`src/rtl/tls_ctrl.sv`:
```
// Sequencing controller for one TLS instance: owns the timing-profile table and
// steers the light through load, pedestrian, hold, emergency and safe states.
module tls_ctrl #(
   parameter int unsigned PED_EXT = 4
) (
   input  logic       clk,
   input  logic       reset,
   input  logic [1:0] prof_sel,
   input  logic       cfg_we,
   input  logic [1:0] cfg_addr,
   input  logic [3:0] cfg_g,
   input  logic [3:0] cfg_y,
   input  logic [3:0] cfg_r,
   input  logic       ped_req,
   input  logic       emg_req,
   input  logic       hold,
   input  logic       Gout,
   input  logic       Yout,
   input  logic       Rout,
   output logic       Set,
   output logic       Stop,
   output logic       Jump,
   output logic [3:0] Gin,
   output logic [3:0] Yin,
   output logic [3:0] Rin,
   output logic       ped_ack,
   output logic       fault,
   output logic [2:0] ctrl_state
);

   typedef enum logic [2:0] {
      S_INIT  = 3'd0,
      S_LOAD  = 3'd1,
      S_RUN   = 3'd2,
      S_HOLD  = 3'd3,
      S_PED   = 3'd4,
      S_EMG_J = 3'd5,
      S_EMG   = 3'd6,
      S_SAFE  = 3'd7
   } state_e;

   localparam logic [3:0] PED_LAST = 4'(PED_EXT - 1);

   state_e     state_q, state_d;
   logic [1:0] active_prof_q, active_prof_d;
   logic       ped_pend_q, ped_pend_d;
   logic       reload_q, reload_d;
   logic       g_prev_q, r_prev_q;
   logic       bad_q, bad_d;
   logic [3:0] ped_cnt_q, ped_cnt_d;
   logic       set_q, set_d, stop_q, stop_d, jump_q, jump_d;
   logic       ped_ack_q, ped_ack_d, fault_q, fault_d;
   logic [3:0] gin_q, gin_d, yin_q, yin_d, rin_q, rin_d;
   logic [3:0] tbl_g_q [4];
   logic [3:0] tbl_y_q [4];
   logic [3:0] tbl_r_q [4];

   logic lamp_bad, monitored, fault_det, g_rise, r_rise, ped_pend_now, reload_now;
   logic load_entry, ped_entry;

   // A zero duration would make the TLS counter wrap to a 16-cycle phase.
   function automatic logic [3:0] nz(input logic [3:0] v);
      return (v == 4'd0) ? 4'd1 : v;
   endfunction

   assign lamp_bad     = !$onehot({Gout, Yout, Rout});
   assign monitored    = (state_q == S_RUN) || (state_q == S_HOLD) || (state_q == S_PED);
   assign fault_det    = monitored && lamp_bad && bad_q;
   assign g_rise       = Gout && !g_prev_q;
   assign r_rise       = Rout && !r_prev_q;
   assign ped_pend_now = ped_pend_q || ped_req;
   assign reload_now   = reload_q || (prof_sel != active_prof_q);

   always_comb begin
      state_d = state_q;
      case (state_q)
         S_INIT:  state_d = S_LOAD;
         S_LOAD:  state_d = S_RUN;
         S_RUN: begin
            if (fault_det)                   state_d = S_SAFE;
            else if (emg_req)                state_d = S_EMG_J;
            else if (hold)                   state_d = S_HOLD;
            else if (r_rise && ped_pend_now) state_d = S_PED;
            else if (g_rise && reload_now)   state_d = S_LOAD;
         end
         S_HOLD: begin
            if (fault_det)    state_d = S_SAFE;
            else if (emg_req) state_d = S_EMG_J;
            else if (!hold)   state_d = S_RUN;
         end
         S_PED: begin
            if (fault_det)                 state_d = S_SAFE;
            else if (emg_req)              state_d = S_EMG_J;
            else if (ped_cnt_q == 4'd0)    state_d = S_RUN;
         end
         S_EMG_J: state_d = S_EMG;
         S_EMG:   if (!emg_req) state_d = S_RUN;
         S_SAFE:  state_d = S_SAFE;
         default: state_d = S_SAFE;
      endcase
   end

   // Registered outputs are decoded from the state being entered.
   always_comb begin
      load_entry    = (state_d == S_LOAD);
      ped_entry     = (state_d == S_PED) && (state_q != S_PED);
      active_prof_d = load_entry ? prof_sel : active_prof_q;
      gin_d         = load_entry ? nz(tbl_g_q[prof_sel]) : gin_q;
      yin_d         = load_entry ? nz(tbl_y_q[prof_sel]) : yin_q;
      rin_d         = load_entry ? nz(tbl_r_q[prof_sel]) : rin_q;
      reload_d      = load_entry ? 1'b0 : reload_q;
      if (cfg_we && (cfg_addr == active_prof_d)) reload_d = 1'b1;
      ped_pend_d = ped_pend_q;
      if (ped_entry)                          ped_pend_d = 1'b0;
      else if (ped_req && state_q != S_SAFE)  ped_pend_d = 1'b1;
      ped_cnt_d = ped_cnt_q;
      if (ped_entry)                                   ped_cnt_d = PED_LAST;
      else if (state_q == S_PED && ped_cnt_q != 4'd0)  ped_cnt_d = ped_cnt_q - 4'd1;
      bad_d     = monitored && lamp_bad;
      set_d     = load_entry;
      jump_d    = (state_d == S_EMG_J) || (state_d == S_SAFE && state_q != S_SAFE);
      stop_d    = (state_d == S_HOLD) || (state_d == S_PED) || (state_d == S_EMG) ||
                  (state_d == S_SAFE && state_q == S_SAFE);
      ped_ack_d = ped_entry;
      fault_d   = fault_q || (state_d == S_SAFE);
   end

   always_ff @(posedge clk or negedge reset) begin
      if (!reset) begin
         state_q       <= S_INIT;
         active_prof_q <= 2'd0;
         ped_pend_q    <= 1'b0;
         reload_q      <= 1'b0;
         g_prev_q      <= 1'b0;
         r_prev_q      <= 1'b0;
         bad_q         <= 1'b0;
         ped_cnt_q     <= 4'd0;
         set_q         <= 1'b0;
         stop_q        <= 1'b0;
         jump_q        <= 1'b0;
         ped_ack_q     <= 1'b0;
         fault_q       <= 1'b0;
         gin_q         <= 4'd0;
         yin_q         <= 4'd0;
         rin_q         <= 4'd0;
      end else begin
         state_q       <= state_d;
         active_prof_q <= active_prof_d;
         ped_pend_q    <= ped_pend_d;
         reload_q      <= reload_d;
         g_prev_q      <= Gout;
         r_prev_q      <= Rout;
         bad_q         <= bad_d;
         ped_cnt_q     <= ped_cnt_d;
         set_q         <= set_d;
         stop_q        <= stop_d;
         jump_q        <= jump_d;
         ped_ack_q     <= ped_ack_d;
         fault_q       <= fault_d;
         gin_q         <= gin_d;
         yin_q         <= yin_d;
         rin_q         <= rin_d;
      end
   end

   always_ff @(posedge clk or negedge reset) begin
      if (!reset) begin
         tbl_g_q[0] <= 4'd8;  tbl_y_q[0] <= 4'd2; tbl_r_q[0] <= 4'd6;
         tbl_g_q[1] <= 4'd12; tbl_y_q[1] <= 4'd3; tbl_r_q[1] <= 4'd8;
         tbl_g_q[2] <= 4'd4;  tbl_y_q[2] <= 4'd2; tbl_r_q[2] <= 4'd4;
         tbl_g_q[3] <= 4'd6;  tbl_y_q[3] <= 4'd2; tbl_r_q[3] <= 4'd6;
      end else if (cfg_we) begin
         tbl_g_q[cfg_addr] <= cfg_g;
         tbl_y_q[cfg_addr] <= cfg_y;
         tbl_r_q[cfg_addr] <= cfg_r;
      end
   end

   assign Set        = set_q;
   assign Stop       = stop_q;
   assign Jump       = jump_q;
   assign Gin        = gin_q;
   assign Yin        = yin_q;
   assign Rin        = rin_q;
   assign ped_ack    = ped_ack_q;
   assign fault      = fault_q;
   assign ctrl_state = state_q;

endmodule

```
`config.mk`:
```
export PLATFORM = sky130hd
export DESIGN_NAME = tls_ctrl
export DESIGN_NICKNAME = d
export VERILOG_FILES = /design/src/rtl/tls_ctrl.sv
export SDC_FILE = /design/constraint.sdc
export NUM_CORES = 1
export LEC_CHECK = 0
export BUFFER_PORTS_ARGS = -buffer_cell sky130_fd_sc_hd__clkbuf_2
export CORE_MARGIN = 4
export CORE_UTILIZATION = 45
export CTS_CLUSTER_DIAMETER = 50
export DETAILED_ROUTE_END_ITERATION = 8
export GPL_TIMING_DRIVEN = 0
export PLACE_DENSITY = 0.64
export SLEW_MARGIN = 10
export SYNTH_ARGS = -nofsm -noshare
export SYNTH_HDL_FRONTEND = slang
export SYNTH_SLANG_ARGS = --single-unit
```
`constraint.sdc`:
```
create_clock -name clk -period 4.35 [get_ports clk]
set_clock_uncertainty 0.1 [all_clocks]
set_input_delay 0.435 -clock clk [delete_from_list [all_inputs] [get_ports clk]]
set_output_delay 0.435 -clock clk [all_outputs]
set_load 0.005 [all_outputs]
```
# [Word-level counts from Yosys, hierarchy flattened]
# Index checks and enable logic that the tools add are counted.
[op_classes] addsub=3 mul=0 div=0 order_cmp=3 n_eq_ne=18 shift=0 mux=37 n_bitwise=2 reduce_logical=34
[ops] operator="$bwmux 16" n=3
[ops] operator="$mux 4" n=12
[ops] operator="$mux 3" n=12
[ops] operator="$bmux 4 s2" n=3
[ops] operator="$eq 3x3->1 const B" n=8
[ops] operator="$pmux 3 s8" n=1
[ops] operator="$logic_not 4->1" n=4
[ops] operator="$logic_and 1x1->1" n=13
[ops] operator="$eq 3x2->1 const B" n=3
[ops] operator="$logic_or 1x1->1" n=9
[ops] operator="$demux 4 s2" n=1
[ops] operator="$eq 3x1->1 const B" n=2
[ops] operator="$ge 3x3->1 const B" n=2
[ops] operator="$ne 3x3->1 const B" n=2
[ops] operator="$not 2->3" n=2
[ops] operator="$reduce_bool 2->1" n=3
[ops] operator="$mux 1" n=4
[ops] operator="$reduce_bool 4->1" n=1
[ops] operator="$sub 4x1->4 const B" n=1
[ops] operator="$logic_not 1->1" n=3
[ops] operator="$logic_not 3->1" n=1
[ops] operator="$lt 3x1->1 const B" n=1
[ops] operator="$add 1x1->2" n=1
[ops] operator="$add 2x1->2" n=1
[ops] operator="4 further kinds" n=4
[totals] reg_bits=79 latchBits=0 mem_bits_rw=0 romBits=0 in_bits=25 output_inout_bits=20 memories=0

# [Depth between registers and ports, before layout]
[logic_depth] depth_word=14 depth_mapped=9 depth_no_buf=9

# [Least setup slack after synthesis]
# No wires, ideal clock.
[synth_path] path_type="input-to-reg" from="input port Gout" to="register reload_q" setup_time_ns=0.101 arrival_time_ns=2.885 t_required_ns=4.149 setup_slack_ns=1.265 stages=8 cell_sequence="fa_1 nand2b_1 a22o_1 a2111o_1 a211oi_4 mux2_4 xor2_1 o32ai_1"
[synth_via] elab_chain_len=13 elab_cells_between_ends=21 cone_classes="add/sub: 1; eq/ne: 3; mux: 10; reduce/logical: 7"
[synth_lines] element="start: declaration" line="17" source="input logic Gout,"
[synth_lines] element="parallel branches: the longest is 7 deep, another holds $add 2x1->2"
[synth_lines] element="$pmux 3 s8 *" line="76" source="case (state_q)"
[synth_lines] element="$eq 3x1->1 *" line="105" source="load_entry = (state_d == S_LOAD);"
[synth_lines] element="$mux 2 *" line="107" source="active_prof_d = load_entry ? prof_sel : active_prof_q;"
[synth_lines] element="named net active_prof_d[0]" line="45" source="logic [1:0] active_prof_q, active_prof_d;"
[synth_lines] element="$eq 2x2->1 *" line="112" source="if (cfg_we && (cfg_addr == active_prof_d)) reload_d = 1'b1;"
[synth_lines] element="$logic_and 1x1->1 *" line="112"
[synth_lines] element="$mux 1 / $reduce_bool 2->1 (equally long branches)"
[synth_lines] element="end signal: assignment" line="150" source="reload_q <= reload_d;"
[synth_lines] element="end: declaration" line="47" source="logic reload_q, reload_d;"
# Mark *: on every way through the listed nets, which the timed path passes.
# A chain may end at the register's enable or synchronous reset.

# [Final worst setup path]
[layout_path] from="register ped_cnt_q[0]" to="register reload_q"
[layout_via] elab_chain_len=10 elab_cells_between_ends=11 cone_classes="eq/ne: 2; mux: 6; reduce/logical: 3"
[layout_lines] element="start: declaration" line="50" source="logic [3:0] ped_cnt_q, ped_cnt_d;"
[layout_lines] element="start signal: assignment" line="154" source="ped_cnt_q <= ped_cnt_d;"
[layout_lines] element="$logic_not 4->1 *" line="94" source="else if (ped_cnt_q == 4'd0) state_d = S_RUN;"
[layout_lines] element="$mux 3 *" line="94"
[layout_lines] element="$mux 3 *" line="93" source="else if (emg_req) state_d = S_EMG_J;"
[layout_lines] element="$mux 3 *" line="92" source="if (fault_det) state_d = S_SAFE;"
[layout_lines] element="$pmux 3 s8 *" line="76"
[layout_lines] element="$eq 3x1->1 *" line="105"
[layout_lines] element="$mux 2 *" line="107"
[layout_lines] element="named net active_prof_d[0]" line="45"
[layout_lines] element="$eq 2x2->1 *" line="112"
[layout_lines] element="$logic_and 1x1->1 *" line="112"
[layout_lines] element="$mux 1 / $reduce_bool 2->1 (equally long branches)"
# Mark *: on every way through the listed nets, which the timed path passes. The rest lies on a longest branch.

==> flow_results.xml <==
<?xml version="1.0" encoding="UTF-8"?>
<metrics>
  <group name="global_route">
    <metric name="grt_antenna_before_repair" unit="">0</metric>
    <metric name="grt_pass1_wl" unit="µm">11700</metric>
    <metric name="grt_start_max_net_pins" unit="">42</metric>
    <metric name="via_count_of_the_first_global_routing_pass" unit="">2252</metric>
    <metric name="globalRoute.totalOverflow" unit="">0</metric>
    <metric name="grt.total_usage" unit="">0.158</metric>
  </group>
  <group name="synth">
    <metric name="synth_top_cell_area_share" unit="">0.437</metric>
    <metric name="postSynthNetCount" unit="">279</metric>
    <metric name="synthMostInstantiatedCell" unit="">sky130_fd_sc_hd__dfrtp_1</metric>
    <metric name="post-synth-top-area-cell" unit="">sky130_fd_sc_hd__dfrtp_1</metric>
    <metric name="seq_cells_post_synth" unit="">79</metric>
    <metric name="synth.yosys.seq_area_share" unit="">0.563</metric>
    <metric name="asr_flop_ratio_synth" unit="">1.00</metric>
    <metric name="synthesis.area" unit="µm²">3550</metric>
    <metric name="synth_commonest_cells" unit="">sky130_fd_sc_hd__dfrtp_1, sky130_fd_sc_hd__mux2_2, sky130_fd_sc_hd__dfstp_2</metric>
    <metric name="synth_warnings" unit="">0</metric>
    <metric name="synth_edf_count" unit="">0</metric>
    <metric name="synth.top_cells.by_area" unit="">sky130_fd_sc_hd__dfrtp_1, sky130_fd_sc_hd__mux2_2, sky130_fd_sc_hd__dfstp_2</metric>
    <metric name="post_synth.cell_area_avg" unit="µm²">14.1</metric>
    <metric name="synth-main-ff-cell" unit="">sky130_fd_sc_hd__dfrtp_1</metric>
    <metric name="synth_unique_cells" unit="">43</metric>
    <metric name="synthesis.instances" unit="">251</metric>
  </group>
  <group name="clock_tree">
    <metric name="tritoncts_clock_tree" unit="">done</metric>
    <metric name="cts_htree_levels" unit="">3</metric>
    <metric name="cts_hold_buffers" unit="">0</metric>
    <metric name="clock_insertion_delay_worst_skew" unit="ps">340</metric>
    <metric name="cts-resized-gates" unit="">0</metric>
    <metric name="post_cts_repair_setup_buffers" unit="">0</metric>
    <metric name="cts_buffers" unit="">9</metric>
    <metric name="cts.path.max_buffers" unit="">2</metric>
    <metric name="clkTransAtPathRegs" unit="ps">80</metric>
    <metric name="clock-sinks" unit="">79</metric>
    <metric name="clockRootBuffer" unit="">sky130_fd_sc_hd__clkbuf_8</metric>
  </group>
  <group name="placed_design">
    <metric name="dp.cells" unit="">397</metric>
    <metric name="post_dp_cell_area" unit="µm²">3920</metric>
    <metric name="gp_congestion" unit="">0.808</metric>
    <metric name="port-buffer-count" unit="">43</metric>
    <metric name="detailed_place_hpwl" unit="µm">4850</metric>
    <metric name="dp_slack" unit="ps">759</metric>
  </group>
  <group name="finish">
    <metric name="final_area" unit="µm²">4130</metric>
    <metric name="drive_above_1_share" unit="">0.486</metric>
    <metric name="final_core_util" unit="">0.537</metric>
    <metric name="area_delta_synth_final" unit="%">16.2</metric>
    <metric name="regArea" unit="µm²">2000</metric>
    <metric name="final_cells" unit="">413</metric>
    <metric name="finish.net_count" unit="">334</metric>
    <metric name="final.fill_count" unit="">693</metric>
    <metric name="area_of_the_multi_input_gates" unit="µm²">1480</metric>
    <metric name="antenna_cells_inserted" unit="">0</metric>
  </group>
  <group name="timing">
    <metric name="final.hold.worst_slack" unit="ps">-11.1</metric>
    <metric name="period_minus_slack" unit="ps">3360</metric>
    <metric name="tightestPinTransition" unit="ps">872</metric>
    <metric name="finalHoldViolations" unit="">6</metric>
    <metric name="worst_slack" unit="ps">991</metric>
    <metric name="final-setup-viol-count" unit="">0</metric>
    <metric name="rsz0062_at_grt" unit="">no</metric>
    <metric name="finalCritPeriodShare" unit="">0.772</metric>
    <metric name="slew_headroom" unit="">0.419</metric>
    <metric name="max_freq" unit="GHz">0.298</metric>
    <metric name="totalNegativeSetupSlack" unit="ps">0</metric>
    <metric name="slew_viol_final" unit="">0</metric>
  </group>
  <group name="routing">
    <metric name="detail_route_antenna_nets" unit="">0</metric>
    <metric name="route.detailed.drc" unit="">0</metric>
    <metric name="dr.first_iter.drc_count" unit="">61</metric>
    <metric name="routed-via-count" unit="">2193</metric>
    <metric name="drt-vias-per-instance" unit="">5.31</metric>
    <metric name="drt-pass1-iter-count" unit="">4</metric>
    <metric name="post_drt_wl_per_cell" unit="µm">16.8</metric>
    <metric name="drt_wl_total" unit="µm">6930</metric>
  </group>
  <group name="setup_path">
    <metric name="path_max_fanout" unit="">10</metric>
    <metric name="crit_required" unit="ps">4490</metric>
    <metric name="critical-path-slowest-cell" unit="">sky130_fd_sc_hd__a211oi_4</metric>
    <metric name="path_class" unit="">reg -&gt; reg</metric>
    <metric name="timing.critical_path.slowest_cell_delay" unit="ps">700</metric>
    <metric name="worstSetupEndpointType" unit="">flip-flop</metric>
    <metric name="crit_path_start_kind" unit="">flip-flop</metric>
    <metric name="worstPathArrival" unit="ps">3500</metric>
    <metric name="timing.critical_path.cells" unit="">inv_1, ha_1, or3b_1, a22o_1, a2111o_1, a211oi_4, mux2_4, xor2_1, o32ai_1</metric>
  </group>
  <group name="power">
    <metric name="peak_ir_drop_on_the_vdd_network" unit="V">0.000291</metric>
    <metric name="p_per_area" unit="nW/µm²">547</metric>
    <metric name="leakage" unit="µW">0.00178</metric>
  </group>
  <group name="run_status">
    <metric name="outcome" unit="">complete, but fails checks</metric>
    <metric name="violations" unit="">hold timing</metric>
  </group>
  <group name="floorplanning">
    <metric name="die_y" unit="µm">96.8</metric>
    <metric name="core.rowCount" unit="">32</metric>
    <metric name="num_io_pins" unit="">45</metric>
    <metric name="die_width" unit="µm">96.8</metric>
    <metric name="floorplan.die_area" unit="µm²">9380</metric>
    <metric name="placeable_core_region" unit="µm²">7690</metric>
    <metric name="start_util" unit="">0.462</metric>
  </group>
  <group name="job">
    <metric name="max_cap_viol_count" unit="">0</metric>
  </group>
  <group name="hold_path">
    <metric name="hold_class" unit="">in -&gt; async</metric>
  </group>
</metrics>
[per-stage QoR]
step	total power (µW)	hold WS, ps
2_1_floorplan	1490	39.4
3_3_place_gp	1690	359
3_5_place_dp	1710	364
4_1_cts	2290	1.64
5_1_grt	2410	21.2
6_report	2260	-11.1
[cell type report]
cell class                      instances  share of cell area
Buffer                                 11              0.0109
Clock buffer                           12              0.0376
Clock inverter                          4              0.0130
Inverter                                7             0.00637
Multi-Input combinational cell        154               0.359
Sequential cell                        79               0.484
Tap cell                              102              0.0309
Timing Repair Buffer                   44              0.0576
[worst max-delay path, delay by kind of cell (launching register included)]
family,cells,cell delay [ps]
compound gates,4,1610
flops,1,410
simple gates,1,400
mux,1,370
fa+ha+maj,1,150
xor+xnor,1,140
buf+inv,1,90
[routing by layer]
layer  global-route usage  vias up  routed length (µm)  share of wire
met5                    0        -                   0              0
met4               0.0389        0                  51         0.0074
met3               0.0483        6                 271          0.039
met2                0.264       40                3540           0.51
met1                0.201     1128                3070           0.44
li1                     -     1019                   -              -
[layout by cell type (no fill, tap or decap), types with 2 or more instances in the layout]
master	instances
sky130_fd_sc_hd__xnor2_1	3
sky130_fd_sc_hd__dfrtp_1	62
sky130_fd_sc_hd__nand2_1	7
sky130_fd_sc_hd__o21ai_0	2
sky130_fd_sc_hd__clkbuf_2	42
sky130_fd_sc_hd__nand3b_1	2
sky130_fd_sc_hd__clkinvlp_4	2
sky130_fd_sc_hd__mux4_2	12
sky130_fd_sc_hd__mux2_2	57
sky130_fd_sc_hd__ha_1	2
sky130_fd_sc_hd__and2_1	2
sky130_fd_sc_hd__nor2_1	16
sky130_fd_sc_hd__nand3_1	4
sky130_fd_sc_hd__clkbuf_8	11
sky130_fd_sc_hd__inv_1	7
sky130_fd_sc_hd__mux2_4	2
sky130_fd_sc_hd__nor3_1	7
sky130_fd_sc_hd__buf_1	4
sky130_fd_sc_hd__a21oi_1	6
sky130_fd_sc_hd__nand2b_1	6
sky130_fd_sc_hd__dfstp_2	17
sky130_fd_sc_hd__clkbuf_1	7
sky130_fd_sc_hd__xor2_1	4
[registers in the layout, summed over array words and instances, names as in the netlist, 3 cells and up]
| register | cells |
|---|---|
| Gin | 4 |
| Rin | 4 |
| Yin | 4 |
| ctrl_state | 3 |
| ped_cnt_q | 4 |
| tbl_g_q | 16 |
| tbl_r_q | 16 |
| tbl_y_q | 16 |
[worst paths after layout]
path                                           from                 endpoint  slack, ps  cells after the start
min                                           reset           Jump$_DFF_PN0_        -10                      1
min reg2reg                         fault$_DFF_PN0_          fault$_DFF_PN0_        370                      1
max                        ped_cnt_q[0]$_DFFE_PN0P_     reload_q$_DFFE_PN0P_        990                      9
max in group asynchronous                     reset  tbl_r_q[14]$_DFFE_PN1P_       3480                      2
min in group clk                               Rout       r_prev_q$_DFF_PN0_        140                      1
max reg2reg                ped_cnt_q[0]$_DFFE_PN0P_     reload_q$_DFFE_PN0P_        990                      9
[cells by family after synthesis]
family          count (synthesis)  share of synthesized area
compound gates                 23                     0.0515
xor+xnor                        7                     0.0173
fa+ha+maj                       3                     0.0127
buf+inv                        18                     0.0201
flops                          79                      0.563
mux                            72                      0.268
simple gates                   49                     0.0677
[where the power goes]
group	switching, µW	internal (µW)
logic	303	335
clock network	266	299
registers	99.8	954
(Power assumes the default switching activity.)
